### src/rtl/jtdd_irqctl.sv
// jtdd_irqctl: interrupt latch unit with per-channel edge/level mode,
// polarity, enable mask and write-1-to-clear acknowledge. Pending status and
// a priority-encoded vector are exposed for CPU glue and a small register port.
module jtdd_irqctl #(
  parameter int             NCH      = 3,
  parameter int             SYNC     = 2,
  parameter logic [NCH-1:0] MODE_RST = {NCH{1'b1}},
  parameter logic [NCH-1:0] POL_RST  = {NCH{1'b1}},
  parameter logic [NCH-1:0] MASK_RST = {NCH{1'b1}}
) (
  input  logic           clk,
  input  logic           rst,
  input  logic           cen,
  input  logic [NCH-1:0] sig,
  input  logic           hold,
  input  logic           wr,
  input  logic [1:0]     addr,
  input  logic [NCH-1:0] din,
  input  logic [NCH-1:0] clr,
  output logic [7:0]     dout,
  output logic [NCH-1:0] pend,
  output logic [NCH-1:0] irqn,
  output logic           any,
  output logic [2:0]     vec
);

  logic [NCH-1:0] sync_sig;
  logic           sync_ok;

  logic [NCH-1:0] mask_r, mode_r, pol_r;
  logic [NCH-1:0] hist, latch, latch_nxt;
  logic [NCH-1:0] pend_r;
  logic [2:0]     vec_r;
  logic           armed;

  logic           wr_en, wr_mask, wr_clr, wr_mode, wr_pol;
  logic [NCH-1:0] s, s_next, pol_next, rise, clear_v, pend_nxt;

  // Lowest-numbered set bit wins; returns 0 when nothing is set.
  function automatic logic [2:0] lowest_set(input logic [NCH-1:0] v);
    logic [2:0] idx;
    idx = '0;
    for (int i = NCH - 1; i >= 0; i--) begin
      if (v[i]) idx = 3'(i);
    end
    return idx;
  endfunction

  generate
    if (SYNC > 0) begin : g_sync
      logic [NCH-1:0]  stage [SYNC];
      logic [SYNC-1:0] fill;

      // Synchroniser chain runs on every clk; fill marks when its output holds real samples.
      always_ff @(posedge clk or posedge rst) begin
        if (rst) begin
          for (int k = 0; k < SYNC; k++) stage[k] <= '0;
          fill <= '0;
        end else begin
          stage[0] <= sig;
          for (int k = 1; k < SYNC; k++) stage[k] <= stage[k-1];
          fill <= (fill << 1) | SYNC'(1);
        end
      end

      assign sync_sig = stage[SYNC-1];
      assign sync_ok  = fill[SYNC-1];
    end else begin : g_nosync
      assign sync_sig = sig;
      assign sync_ok  = 1'b1;
    end
  endgenerate

  assign wr_en   = cen & wr;
  assign wr_mask = wr_en & (addr == 2'd0);
  assign wr_clr  = wr_en & (addr == 2'd1);
  assign wr_mode = wr_en & (addr == 2'd2);
  assign wr_pol  = wr_en & (addr == 2'd3);

  // Normalise polarity, detect edges and compute the next latch state.
  always_comb begin
    s        = sync_sig ~^ pol_r;
    pol_next = wr_pol ? din : pol_r;
    s_next   = sync_sig ~^ pol_next;
    rise     = s & ~hist & {NCH{armed}};
    clear_v  = (wr_clr ? din : '0) | clr;
    latch_nxt = latch;
    for (int i = 0; i < NCH; i++) begin
      if (mode_r[i]) latch_nxt[i] = (rise[i] & ~hold) | (latch[i] & ~clear_v[i]);
      else           latch_nxt[i] = s[i];
    end
  end

  // Configuration registers, edge history and latches advance only on cen cycles.
  always_ff @(posedge clk or posedge rst) begin
    if (rst) begin
      mask_r <= MASK_RST;
      mode_r <= MODE_RST;
      pol_r  <= POL_RST;
      hist   <= '0;
      latch  <= '0;
      armed  <= 1'b0;
    end else if (cen) begin
      if (wr_mask) mask_r <= din;
      if (wr_mode) mode_r <= din;
      pol_r <= pol_next;
      hist  <= s_next;
      latch <= latch_nxt;
      armed <= armed | sync_ok;
    end
  end

  assign pend_nxt = latch & mask_r;

  // Registered request outputs; pend and vec are loaded together so they always agree.
  always_ff @(posedge clk or posedge rst) begin
    if (rst) begin
      pend_r <= '0;
      vec_r  <= '0;
    end else begin
      pend_r <= pend_nxt;
      vec_r  <= lowest_set(pend_nxt);
    end
  end

  assign pend = pend_r;
  assign irqn = ~pend_r;
  assign any  = |pend_r;
  assign vec  = vec_r;

  // Register readback; held at zero while reset is asserted.
  always_comb begin
    dout = '0;
    if (!rst) begin
      case (addr)
        2'd0:    dout[NCH-1:0] = mask_r;
        2'd1:    dout[NCH-1:0] = latch;
        2'd2:    dout[NCH-1:0] = mode_r;
        default: dout[NCH-1:0] = pol_r;
      endcase
    end
  end

endmodule

### config.mk
export PLATFORM = sky130hd
export DESIGN_NAME = jtdd_irqctl
export DESIGN_NICKNAME = d
export VERILOG_FILES = /design/src/rtl/jtdd_irqctl.sv
export SDC_FILE = /design/constraint.sdc
export NUM_CORES = 1
export LEC_CHECK = 0
export ABC_CLOCK_PERIOD_IN_PS = 1150
export BUFFER_PORTS_ARGS = -buffer_cell sky130_fd_sc_hd__buf_2
export CORE_UTILIZATION = 52
export DETAILED_ROUTE_END_ITERATION = 7
export PLACE_DENSITY_LB_ADDON = 0.3
export SLEW_MARGIN = 20
export SYNTH_ARGS = -nofsm -noshare
export SYNTH_HDL_FRONTEND = slang
export SYNTH_SLANG_ARGS = --single-unit
### constraint.sdc
create_clock -name clk -period 1.15 [get_ports clk]
set_input_delay 0.115 -clock clk [delete_from_list [all_inputs] [get_ports clk]]
set_output_delay 0.115 -clock clk [all_outputs]
set_load 0.02 [all_outputs]
; ---- After elaboration in Yosys (flattened, before gate mapping)
; Cells that the tools add are included.
[totals]
out_inout_bits = 18
register_bits = 30
[classes]
mux = 10
n_eq_ne = 3
reduce_logical = 4
bitwise_logic = 27
[ops]
columns = operator, n
row1 = 3-bit 2-to-1 mux, 5
row2 = 1-bit bitwise AND, 11
row3 = 3-bit bitwise AND, 3
row4 = 3-bit case mux with 3 select lines, 1
row5 = 3-bit NOT, 2
row6 = 3-bit bitwise XNOR, 2
row7 = "2-bit == test, second input constant", 2
row8 = 1-bit NOT, 4
row9 = 1-bit bitwise OR, 4
row10 = 2-bit AND reduction, 2
row11 = 1-bit 2-to-1 mux, 3
row12 = 3-bit bitwise OR, 1
row13 = 3-bit OR reduction, 1
row14 = "2-bit by 1-bit == test with 1-bit output, second input constant", 1
row15 = 2-bit zero test, 1
row16 = 2-bit 2-to-1 mux, 1

; ---- Logic depth before layout (Yosys ltp)
; Gate-level depths: netlist (run 1).
[depth]
ltp_word = 8
mapped_depth = 5

; ---- Worst setup path before layout (run 1)
; Ideal clock, no wire load.
[synth_timing]
path_type = input-to-output
from = in rst
to = out dout[0]
arrival_time_ps = 1085
required_ps = 1035
n_path_buf = 0
setup_slack_ps = -50
path_stages = 2
cell_sequence = inv_1 -> and2_1
[synth_via]
elab_chain_cells = 1
[synth_lines]
columns = element, line_no
row1 = "start, declared", 12  ; input logic rst,
row2 = 3-bit 2-to-1 mux, 134  ; if (!rst) begin
row3 = "end, declared", 20  ; output logic [7:0] dout,
; No other way between the ends.

; ---- Worst setup path after layout (run 1)
[layout_timing]
from = reg latch[2]
to = out dout[2]
[layout_via]
elab_chain_cells = 2
[layout_lines]
columns = element, line_no
row1 = "start, declared", 31  ; logic [NCH-1:0] hist, latch, latch_nxt;
row2 = "start signal, assigned", 108  ; latch <= latch_nxt;
row3 = 3-bit case mux with 3 select lines, 135  ; case (addr)
row4 = 3-bit 2-to-1 mux, 134
; No other way between the ends.

==> results.md, run 1 <==
* Post-Layout Cell Count at between 200 and 250
* Max Cap Viol at 0
* Sequential share of power at 0.463
* Ant diodes at 0
* Mapped Area at 0.00141 mm^2
* Worst vdd ir at around 1100 uV
* H-tree depth at 2
* Final net count at a little under 200
* Synth Area in Compound Gates at 0.107
* Starting Density at 0.559
* FILL cells at between 150 and 200
* Switching Fraction at 0.306
* TritonRoute pass-1 iters at 4
* Commonest non-fill, non-tap cell in the layout: buf_2
* Multi-input gate area at between 500 and 600 um^2
* Sequential element share of the synthesized area at 0.523
* Final Setup Violations at 3
* Mux cell area share after synthesis at 0.0719
* Largest family of logic cells by synthesized area: simple AND/OR/NAND/NOR gates
* Netlist cell types at 26
* Clock skew at roughly 6.9 ps
* Power Total at 2.84 mW
* Outcome: finished, violations left
* Vias post-DR at between 1000 and 1500
* Combinational Power Share at 0.316
* Total wire length at ~3 mm
* Fin area at between 0.0015 and 0.002 mm^2
* Largest cells by area after synthesis: dfrtp_1 36%, dfstp_2 17%, inv_1 5.3%
* Slew Limit Fails at 0
* Dpl ws at -86.3 ps
* Antenna-violating nets left at 0
* Ys Warns at 0
* # IOs at 34
* Most frequent cells in the layout: 23 x buf_2, 20 x dfrtp_1, 17 x buf_4, 16 x inv_1, 12 x nand2_1
* Crit-path leading delay family: multiplexers
* Slowest-stage cell, CP: mux4_2
* Met2 Resource Use GR at 0.393
* Xor and xnor area share after synthesis at 0.0187
* Post-synthesis simple-gate area fraction at 0.163
* Register area at 737 um^2
* Top cell type's share of synthesized area at 0.355
* Critical Path, Cell by Cell: mux4_2 > and2_4 > buf_6
* Bufs and invs on worst path at 1
* Worst Setup Start Kind: register
* Arr. time, crit path at about 1400 ps
* Vias/cell at approximately 5.4
* Clk sinks at 29
* P_leak at 0.869 nW
* RePlAce Congestion at between 0.7 and 0.8
* Clock latency on the worst-skew pair at 310 ps
* Flops & latches, synth at 29
* Inst Count DP at ~200
* Final period util at 1.34
* CTS tree: built
* Avg Cell Area, Syn at roughly 11 um^2
* M3 GR Usage at 0.0763
* WL/cell at about 14 um
* Layout area overhead at 27.2%
* Initial antenna violation count at 0
* Max Buffers Root-to-Sink at 2
* Num rows at 18
* DR DRC count at 0
* Post-Synthesis Cells at 130
* Post-Synth Adder-Cell Area at 0
* CP max stage delay at about 450 ps
* Fin worst setup slack at -392 ps
* Die H at between 50 and 60 um
* Vias in the first global route at roughly 1000
* Worst endpoint required time at between 1000 and 1500 ps
* RSZ-0062 raised after global routing: yes
* Failing checks: setup timing
* Worst hold-check path type: in2reg
* Min Tclk post-route at 1540 ps
* Hpwl dp at approximately 2.2 mm
* Drt first-iter violations at 26
* Pin count of the biggest net entering global routing at 19
* Cell taking the most area after synthesis: dfrtp_1
* Power density over cell area at between 1500 and 2000 mW/mm^2
* Grt ovf at 0
* M1 GR Usage at 0.266
* Clock power share at 0.221
* Crit. End Element: output pin
* Buffers on Ports at 27
* Share of cells above drive strength 1 at 0.422
* DP Area at roughly 0.0016 mm^2
* Fmax at between 600 and 700 MHz
* CP Class: reg2out
* Final Hold Viols at 0
* Grt peak-use layer: met2
* Psw at 0.869 mW
* Final hold slack at around 80 ps
* CP max FO at 2
* Die Width at between 50 and 60 um
* All-layer global routing usage at 0.227
* First-pass GRT wire length at about 4.4 mm
* Core area at 0.00252 mm^2
* Total CTS buffers at 5
* Die ar. at about 0.003 mm^2
* Root Buffer: clkbuf_4
* Clock-pin slew on the worst setup and hold paths at roughly 90 ps
* Power Internal at ~2.0 mW
* Reg-to-reg slack, setup at approximately 60 ps
-- sequential cells by signal (all words and copies together), names as in the netlist --
| register | cells |
|---|---|
| mode_r | 3 |
| g_sync.stage | 3 |
| pend | 3 |
| armed | 1 |
| sync_sig | 3 |
| pol_r | 3 |
| vec | 2 |
| latch | 3 |
| hist | 3 |
| g_sync.fill | 2 |
| mask_r | 3 |
-- layer usage --
layer  vias up  routed length (um)
li1        538                   -
met1       539                1170
met2        49                1560
met3         5                 194
met4         0                  31
met5         -                   0
-- cell type report --
class,count,area share
Sequential cell,29,0.411
Timing Repair Buffer,48,0.183
Inverter,20,0.0440
Multi-Input combinational cell,75,0.308
Tap cell,30,0.0209
Clock buffer,8,0.0328
-- final timing paths --
| check | to | cells past startpoint | from |
|---|---|---|---|
| max in group asynchronous | mask_r[1]$_DFFE_PP1P_ | 4 | rst |
| worst min-delay path | mask_r[2]$_DFFE_PP1P_ | 2 | din[2] |
| worst max-delay path | dout[2] | 3 | latch[2]$_DFFE_PP0P_ |
| worst min register to register | sync_sig[2]$_DFF_PP0_ | 0 | g_sync.stage[5]$_DFF_PP0_ |
| min in group asynchronous | vec[1]$_DFF_PP0_ | 3 | rst |
| worst max register to register | hist[1]$_DFFE_PP0P_ | 4 | pol_r[1]$_DFFE_PP1P_ |
-- through the flow --
| stage | TNS [ps] | utilization |
|---|---|---|
| CTS | -1170 | 0.703 |
| detailed placement | -245 | 0.654 |
| global route | -1330 | 0.710 |
| finish | -1140 | 0.710 |
| floorplan | 0 | - |
| global placement | -178 | 0.654 |
-- what timing repair did --
action,4_1_cts,5_1_grt
buffers inserted,0,0
hold buffers,4,0
gates resized for setup,9,10
pin swaps,3,3
endpoints found under the setup margin,3,8
endpoints found under the hold margin,23,0
-- cell usage after synthesis, drive strengths merged --
cell	number
dfrtp	20
inv	20
nand2	12
buf	10
dfstp	9
o21ai	9
nand4	7
and2	6
o2111ai	6
nor3b	4
and3	3
mux2	3
mux4	3
o221ai	3
o31a	3
xnor2	3
conb	2
nand4b	2
and4	1
clkbuf	1
nand3	1
nor2b	1
nor3	1
-- cell families (layout without fill, tap and decap cells) --
group | Yosys count | after routing
and+or+nand+nor | 38 | 38
other | 2 | 7
AOI/OAI and AO/OA | 21 | 21
muxes | 6 | 6
xor gates and xnor gates | 3 | 3
buffers and inverters | 31 | 76
DFF | 29 | 29
-- power by group through the flow --
stage | Combinational [mW] | Sequential [mW] | Clock, mW
global placement | 0.771 | 1.32 | 0
floorplan | 0.430 | 1.39 | 0
global route | 0.982 | 1.34 | 0.690
finish | 0.897 | 1.31 | 0.625
detailed placement | 0.798 | 1.33 | 0
CTS | 0.847 | 1.31 | 0.636
(Power assumes the default switching activity.)
==> run 2, diff against run 1 <==
--- a/config.mk
+++ b/config.mk
@@ -5,9 +5,11 @@
 export SDC_FILE = /design/constraint.sdc
 export NUM_CORES = 1
 export LEC_CHECK = 0
+export ABC_AREA = 1
 export ABC_CLOCK_PERIOD_IN_PS = 1150
 export BUFFER_PORTS_ARGS = -buffer_cell sky130_fd_sc_hd__buf_2
-export CORE_UTILIZATION = 52
+export CAP_MARGIN = 25
+export CORE_UTILIZATION = 51
 export DETAILED_ROUTE_END_ITERATION = 7
 export PLACE_DENSITY_LB_ADDON = 0.3
 export SLEW_MARGIN = 20
==> run 2 against run 1 <==
Effect of this change:
- the run still ends with setup timing left
- largest power group unchanged
- global-route usage is 3.1 points higher
- maximum frequency is 11% higher
- die area is 2.6% lower
- sequential cell count stayed put
- critical path depth is 2 higher
- clock power is 38% higher
- critical endpoint is now dout[0]
==> results.md, run 2 <==
* Arr. time, crit path at 1280 ps
* Clk sinks at 29
* Post-synth EDFFs at 0
* FILL cells at 204
* CTS tree: built
* First-pass GRT wire length at roughly 5 mm
* Most frequent cells in the layout: 53 x nand2_1, 23 x buf_2, 20 x dfrtp_1, 18 x inv_1, 13 x buf_4
* Worst Setup Start Kind: register
* TritonRoute pass-1 iters at 4
* Worst vdd ir at around 1300 uV
* Initial antenna violation count at 0
* Max Buffers Root-to-Sink at 2
* R2R cell count at 7
* RSZ-0062 raised after global routing: yes
* Min Tclk post-route at around 1400 ps
* Worst endpoint required time at between 1000 and 1500 ps
* RePlAce Congestion at between 0.8 and 0.9
* Mapped Area at 0.00135 mm^2
* WL/cell at approximately 12 um
* Crit. End Element: output pin
* Total wire length at 2.97 mm
* Final net count at around 230
* Antenna-violating nets left at 0
* Flops & latches, synth at 29
* Vias post-DR at roughly 1200
* Vias in the first global route at 1184
* Power density over cell area at between 1500 and 2000 mW/mm^2
* Core area at about 0.0025 mm^2
* Crit-path leading delay family: flip-flops
* Layout area overhead at 29.7%
* Fin area at approximately 0.0017 mm^2
* Slowest-stage cell, CP: dfstp_2
* Final hold slack at just under 60 ps
* Crit path depth at 5
* CP max FO at 2
* Vias/cell at around 5
* Slew Limit Fails at 0
* FFs w/ async S/R, synth at 1.00
* All-layer global routing usage at 0.257
* Ant diodes at 0
* Top cells by count, synth: 53 x nand2_1, 23 x inv_1, 20 x dfrtp_1
* Fin worst setup slack at -241 ps
* Drt first-iter violations at 18
* Bufs and invs on worst path at 2
* P_leak at about 0.95 nW
* Total CTS buffers at 5
* Max Cap Viol at 0
* Buffers on Ports at 27
* Clock skew at about 1.5 ps
* Failing checks: setup timing
* Most frequent cell after synthesis: nand2_1
* Top cell type's share of synthesized area at 0.372
* Primary FF master, synth: dfrtp_1
* Hold Crit Depth at 3
* Avg Cell Area, Syn at between 8 and 9 um^2
* Final period util at 1.21
* CP max stage delay at 540 ps
* CP Class: reg2out
* Root Buffer: clkbuf_4
* Inst Count DP at approximately 220
* Share of cells above drive strength 1 at 0.310
* Most frequent CP cell: nand2_1
* Post-Synthesis Cells at 163
* Die ar. at 0.00285 mm^2
* DP Area at about 0.0015 mm^2
* Netlist cell types at 17
* Final Hold Viols at 0
* Die Width at roughly 53 um
* Ys Warns at 0
* Clock latency on the worst-skew pair at 320 ps
* Worst hold-check path type: in2reg
* Starting Density at 0.543
* Grt ovf at 0
* Die H at around 53 um
* Cell taking the most area after synthesis: dfrtp_1
* Sequential element share of the synthesized area at 0.548
* Commonest non-fill, non-tap cell in the layout: nand2_1
* Dpl ws at roughly 49 ps
* H-tree depth at 2
* Num rows at 18
* Fmax at roughly 720 MHz
* # IOs at 34
* Outcome: finished, violations left
* Clock-pin slew on the worst setup and hold paths at roughly 90 ps
* Largest cells by area after synthesis: dfrtp_1 37%, dfstp_2 18%, nand2_1 15%
* Pin count of the biggest net entering global routing at 26
* Post-Layout Cell Count at around 240
* Final Setup Violations at 3
* Hpwl dp at around 2.1 mm
* Critical Path, Cell by Cell: nand2_1 > nand4_1 > nand2_1 > inv_2 > buf_6
* DR DRC count at 0
[run 2: changes by cell type in the layout (fill, tap and decap cells not counted), moves of 4 or more]
cell,before,now
nand3_1,0,7
nor3b_1,4,0
nor2_1,0,10
nand2_1,12,53
buf_4,17,13
a21oi_1,0,6
o2111ai_1,6,0
[run 2: logic make-up (layout without fill, tap and decap cells)]
kind of cell / count (synthesis) / after routing / synth area share
buffers and inverters: 32 / 77 / 0.120
and+or+nand+nor: 81 / 81 / 0.248
other: 2 / 7 / 0.00558
AOI/OAI and AO/OA: 19 / 19 / 0.0781
DFF: 29 / 29 / 0.548
[run 2: metal layers]
metal  global-route usage  vias to the layer above  routed length, um
met5                    0                        -                  0
met2                0.435                       38               1500
met4                0.118                        0                 78
met3               0.0977                        9                124
li1                     -                      599                  -
met1                0.281                      583               1270
[run 2: final timing paths]
path / slack [ps] / endpoint / start
worst max-delay path: -240 / dout[0] / pol_r[0]$_DFFE_PP1P_
worst min-delay path: 60 / mode_r[1]$_DFFE_PP1P_ / din[1]
worst max register to register: 80 / latch[1]$_DFFE_PP0P_ / mode_r[1]$_DFFE_PP1P_
worst min register to register: 360 / sync_sig[1]$_DFF_PP0_ / g_sync.stage[4]$_DFF_PP0_
max in group asynchronous: 320 / mode_r[2]$_DFFE_PP1P_ / rst
min in group asynchronous: 380 / latch[2]$_DFFE_PP0P_ / rst
[run 2: cell type report]
class | instances | area [um^2] | share of cell area
inverter | 24 | 91.3 | 0.0524
timing repair buffer | 45 | 308 | 0.176
multi-input combinational | 107 | 485 | 0.278
tap | 30 | 37.5 | 0.0215
sequential | 29 | 737 | 0.423
clock buffer | 7 | 55.1 | 0.0316
clock inverter | 1 | 30.0 | 0.0172
[run 2: repair_timing]
action | CTS | global route
endpoints found under the hold margin | 7 | 0
resized for setup | 7 | 10
pin swaps | 2 | 3
setup endpoints to repair | 3 | 6
hold buffers | 5 | 0
setup buffers | 8 | 1
[run 2: where the power goes]
part / switching (mW) / leakage, nW / internal [mW]
sequential: 0.0875 / 0.336 / 1.20
combinational: 0.400 / 0.567 / 0.296
clock: 0.343 / 0.0455 / 0.519
[run 2: worst register-to-register path, delay by kind of cell, from the launching register on]
kind	cells	cell delay, ps
flops	1	560
simple gates	5	310
buf+inv	2	150
[run 2: per-stage QoR]
step | power [mW] | util | TNS [ps]
floorplan | 1.68 | - | 0
global placement | 1.82 | 0.604 | 0
detailed placement | 1.85 | 0.604 | 0
CTS | 2.82 | 0.692 | -716
global route | 3.02 | 0.704 | -955
finish | 2.85 | 0.704 | -664
==> run 3, diff against run 2 <==
--- a/config.mk
+++ b/config.mk
@@ -9,7 +9,7 @@
 export ABC_CLOCK_PERIOD_IN_PS = 1150
 export BUFFER_PORTS_ARGS = -buffer_cell sky130_fd_sc_hd__buf_2
 export CAP_MARGIN = 25
-export CORE_UTILIZATION = 51
+export CORE_UTILIZATION = 50
 export DETAILED_ROUTE_END_ITERATION = 7
 export PLACE_DENSITY_LB_ADDON = 0.3
 export SLEW_MARGIN = 20
==> run 3 against run 2 <==
Effect of this change:
- the run still ends with setup timing left
- clock skew rose by 8.6 ps
- global-route usage fell by 0.88 points
- final area fell by 1.2%
- largest power group unchanged
==> results.md, run 3 (synthesis results as in run 2) <==
* Fin area at between 0.0015 and 0.002 mm^2
* Clock-pin slew on the worst setup and hold paths at about 90 ps
* Switching Fraction at 0.327
* Total CTS buffers at 5
* CTS tree: built
* Final period util at 1.23
* Clock power share at 0.225
* Layout Utilization at 0.689
* Crit. End Element: output pin
* Initial antenna violation count at 0
* P_leak at ~0.94 nW
* DR DRC count at 0
* Max Buffers Root-to-Sink at 2
* Worst vdd ir at about 1100 uV
* Root Buffer: clkbuf_4
* TritonRoute pass-1 iters at 5
* Vias in the first global route at approximately 1200
* Slowest-stage cell, CP: dfstp_2
* Final Hold Viols at 0
* Drt first-iter violations at 17
* Vias/cell at ~5.1
* CP max stage delay at roughly 560 ps
* Pin count of the biggest net entering global routing at 18
* Bufs and invs on worst path at 2
* Worst Setup Start Kind: register
* Combinational Power Share at 0.273
* Buffers on Ports at 27
* Die H at 53.9 um
* Die Width at around 54 um
* Antenna-violating nets left at 0
* Fin worst setup slack at -262 ps
* Die ar. at 0.00290 mm^2
* H-tree depth at 2
* Setup TNS at -715 ps
* Arr. time, crit path at between 1000 and 1500 ps
* Core area at 0.00250 mm^2
* Worst endpoint required time at 1030 ps
* First-pass GRT wire length at approximately 5 mm
* Outcome: finished, violations left
* WL/cell at about 13 um
* RePlAce Congestion at ~0.84
* Worst hold-check path type: in2reg
* Failing checks: setup timing
* Fmax at about 700 MHz
* Grt ovf at 0
* FILL cells at ~230
* Critical Path, Cell by Cell: nand2_2 > nand4_1 > nand2_1 > inv_1 > buf_6
* Sequential share of power at 0.501
* Vias post-DR at between 1000 and 1500
* Most frequent cells in the layout: 51 x nand2_1, 23 x buf_2, 20 x dfrtp_1, 18 x inv_1, 14 x buf_4
* Psw at between 0.8 and 0.9 mW
* RSZ-0062 raised after global routing: yes
* R2R cell count at 7
* Final net count at 229
* RR Startpoint: mode_r[1]$_DFFE_PP1P_
* Reg-to-reg slack, setup at about 100 ps
* Total wire length at just over 3 mm
* Commonest non-fill, non-tap cell in the layout: nand2_1
* Num rows at 18
* Final hold slack at around 56 ps
* Power density over cell area at roughly 1500 mW/mm^2
* Ant diodes at 0
* Slew Limit Fails at 0
* Clock latency on the worst-skew pair at ~330 ps
* CP max FO at 2
* RR Endpoint: latch[1]$_DFFE_PP0P_
* Clk sinks at 29
* Layout area overhead at 28.1%
* Starting Density at 0.538
* Hold Path End: mode_r[0]$_DFFE_PP1P_
* Power Internal at 1.74 mW
* Max Cap Viol at 0
* Crit-path leading delay family: flip-flops
* Dpl ws at ~40 ps
* All-layer global routing usage at 0.249
* Hold Crit Depth at 3
* Clock skew at about 10 ps
* Share of cells above drive strength 1 at 0.322
* # IOs at 34
* Final Setup Violations at 3
* Hpwl dp at around 2.2 mm
* Hold_sp: din[0]
* CP Class: reg2out
* DP Area at approximately 0.0015 mm^2
* Min Tclk post-route at roughly 1400 ps
run 3: cell types whose count changed in the layout (fill, tap and decap cells not counted):
cell	change
bufinv_16	-1
nand2_1	-2
clkbuf_8	-1
nand2_2	+2
buf_4	+1
clkinv_2	+2
run 3: through the flow:
stage,instances,total power [mW]
global placement,222,1.83
global route,244,2.73
CTS,244,2.55
floorplan,168,1.68
finish,244,2.58
detailed placement,222,1.85
run 3: routing by layer:
metal	GRT usage	vias up	wire length (um)
li1	-	594	-
met1	0.273	568	1240
met2	0.414	62	1530
met3	0.0734	13	211
met4	0.162	0	85
met5	0	-	0
run 3: worst max-delay path by stage:
stage                                from  slack [ps]       to  depth (start not counted)
floorplan                             rst         0.2  dout[0]                          3
global placement    mode_r[1]$_DFFE_PP1P_          80  dout[1]                          5
detailed placement                addr[1]          40  dout[0]                          7
CTS                 mask_r[0]$_DFFE_PP1P_        -240  dout[0]                          5
global route        mask_r[1]$_DFFE_PP1P_        -320  dout[1]                          5
finish               pol_r[1]$_DFFE_PP1P_        -260  dout[1]                          5
run 3: what timing repair did:
action,in CTS,in global routing
hold endpoints to repair,5,0
setup buffers,9,0
hold buffers,5,0
pin swaps,4,3
gates resized for setup,9,10
setup endpoints to repair,3,4
run 3: power groups by stage:
stage | Clock, mW | Combinational (mW) | Sequential [mW]
2_1_floorplan | 0 | 0.351 | 1.33
3_3_place_gp | 0 | 0.505 | 1.32
3_5_place_dp | 0 | 0.523 | 1.33
4_1_cts | 0.597 | 0.673 | 1.28
5_1_grt | 0.633 | 0.790 | 1.31
6_report | 0.581 | 0.704 | 1.29
run 3: cell type report:
cell class                 instances  area, um^2  share of cell area
inverter                          24        91.3              0.0530
clock inverter                     2        10.0             0.00581
clock buffer                       6        41.3              0.0240
timing repair buffer              46         315               0.183
tap                               30        37.5              0.0218
multi-input combinational        107         490               0.285
sequential                        29         737               0.428
run 3: tightest hold or removal path, stage by stage:
cell	delay, ps
buf_2	120
inv_1	60
o21ai_0	80
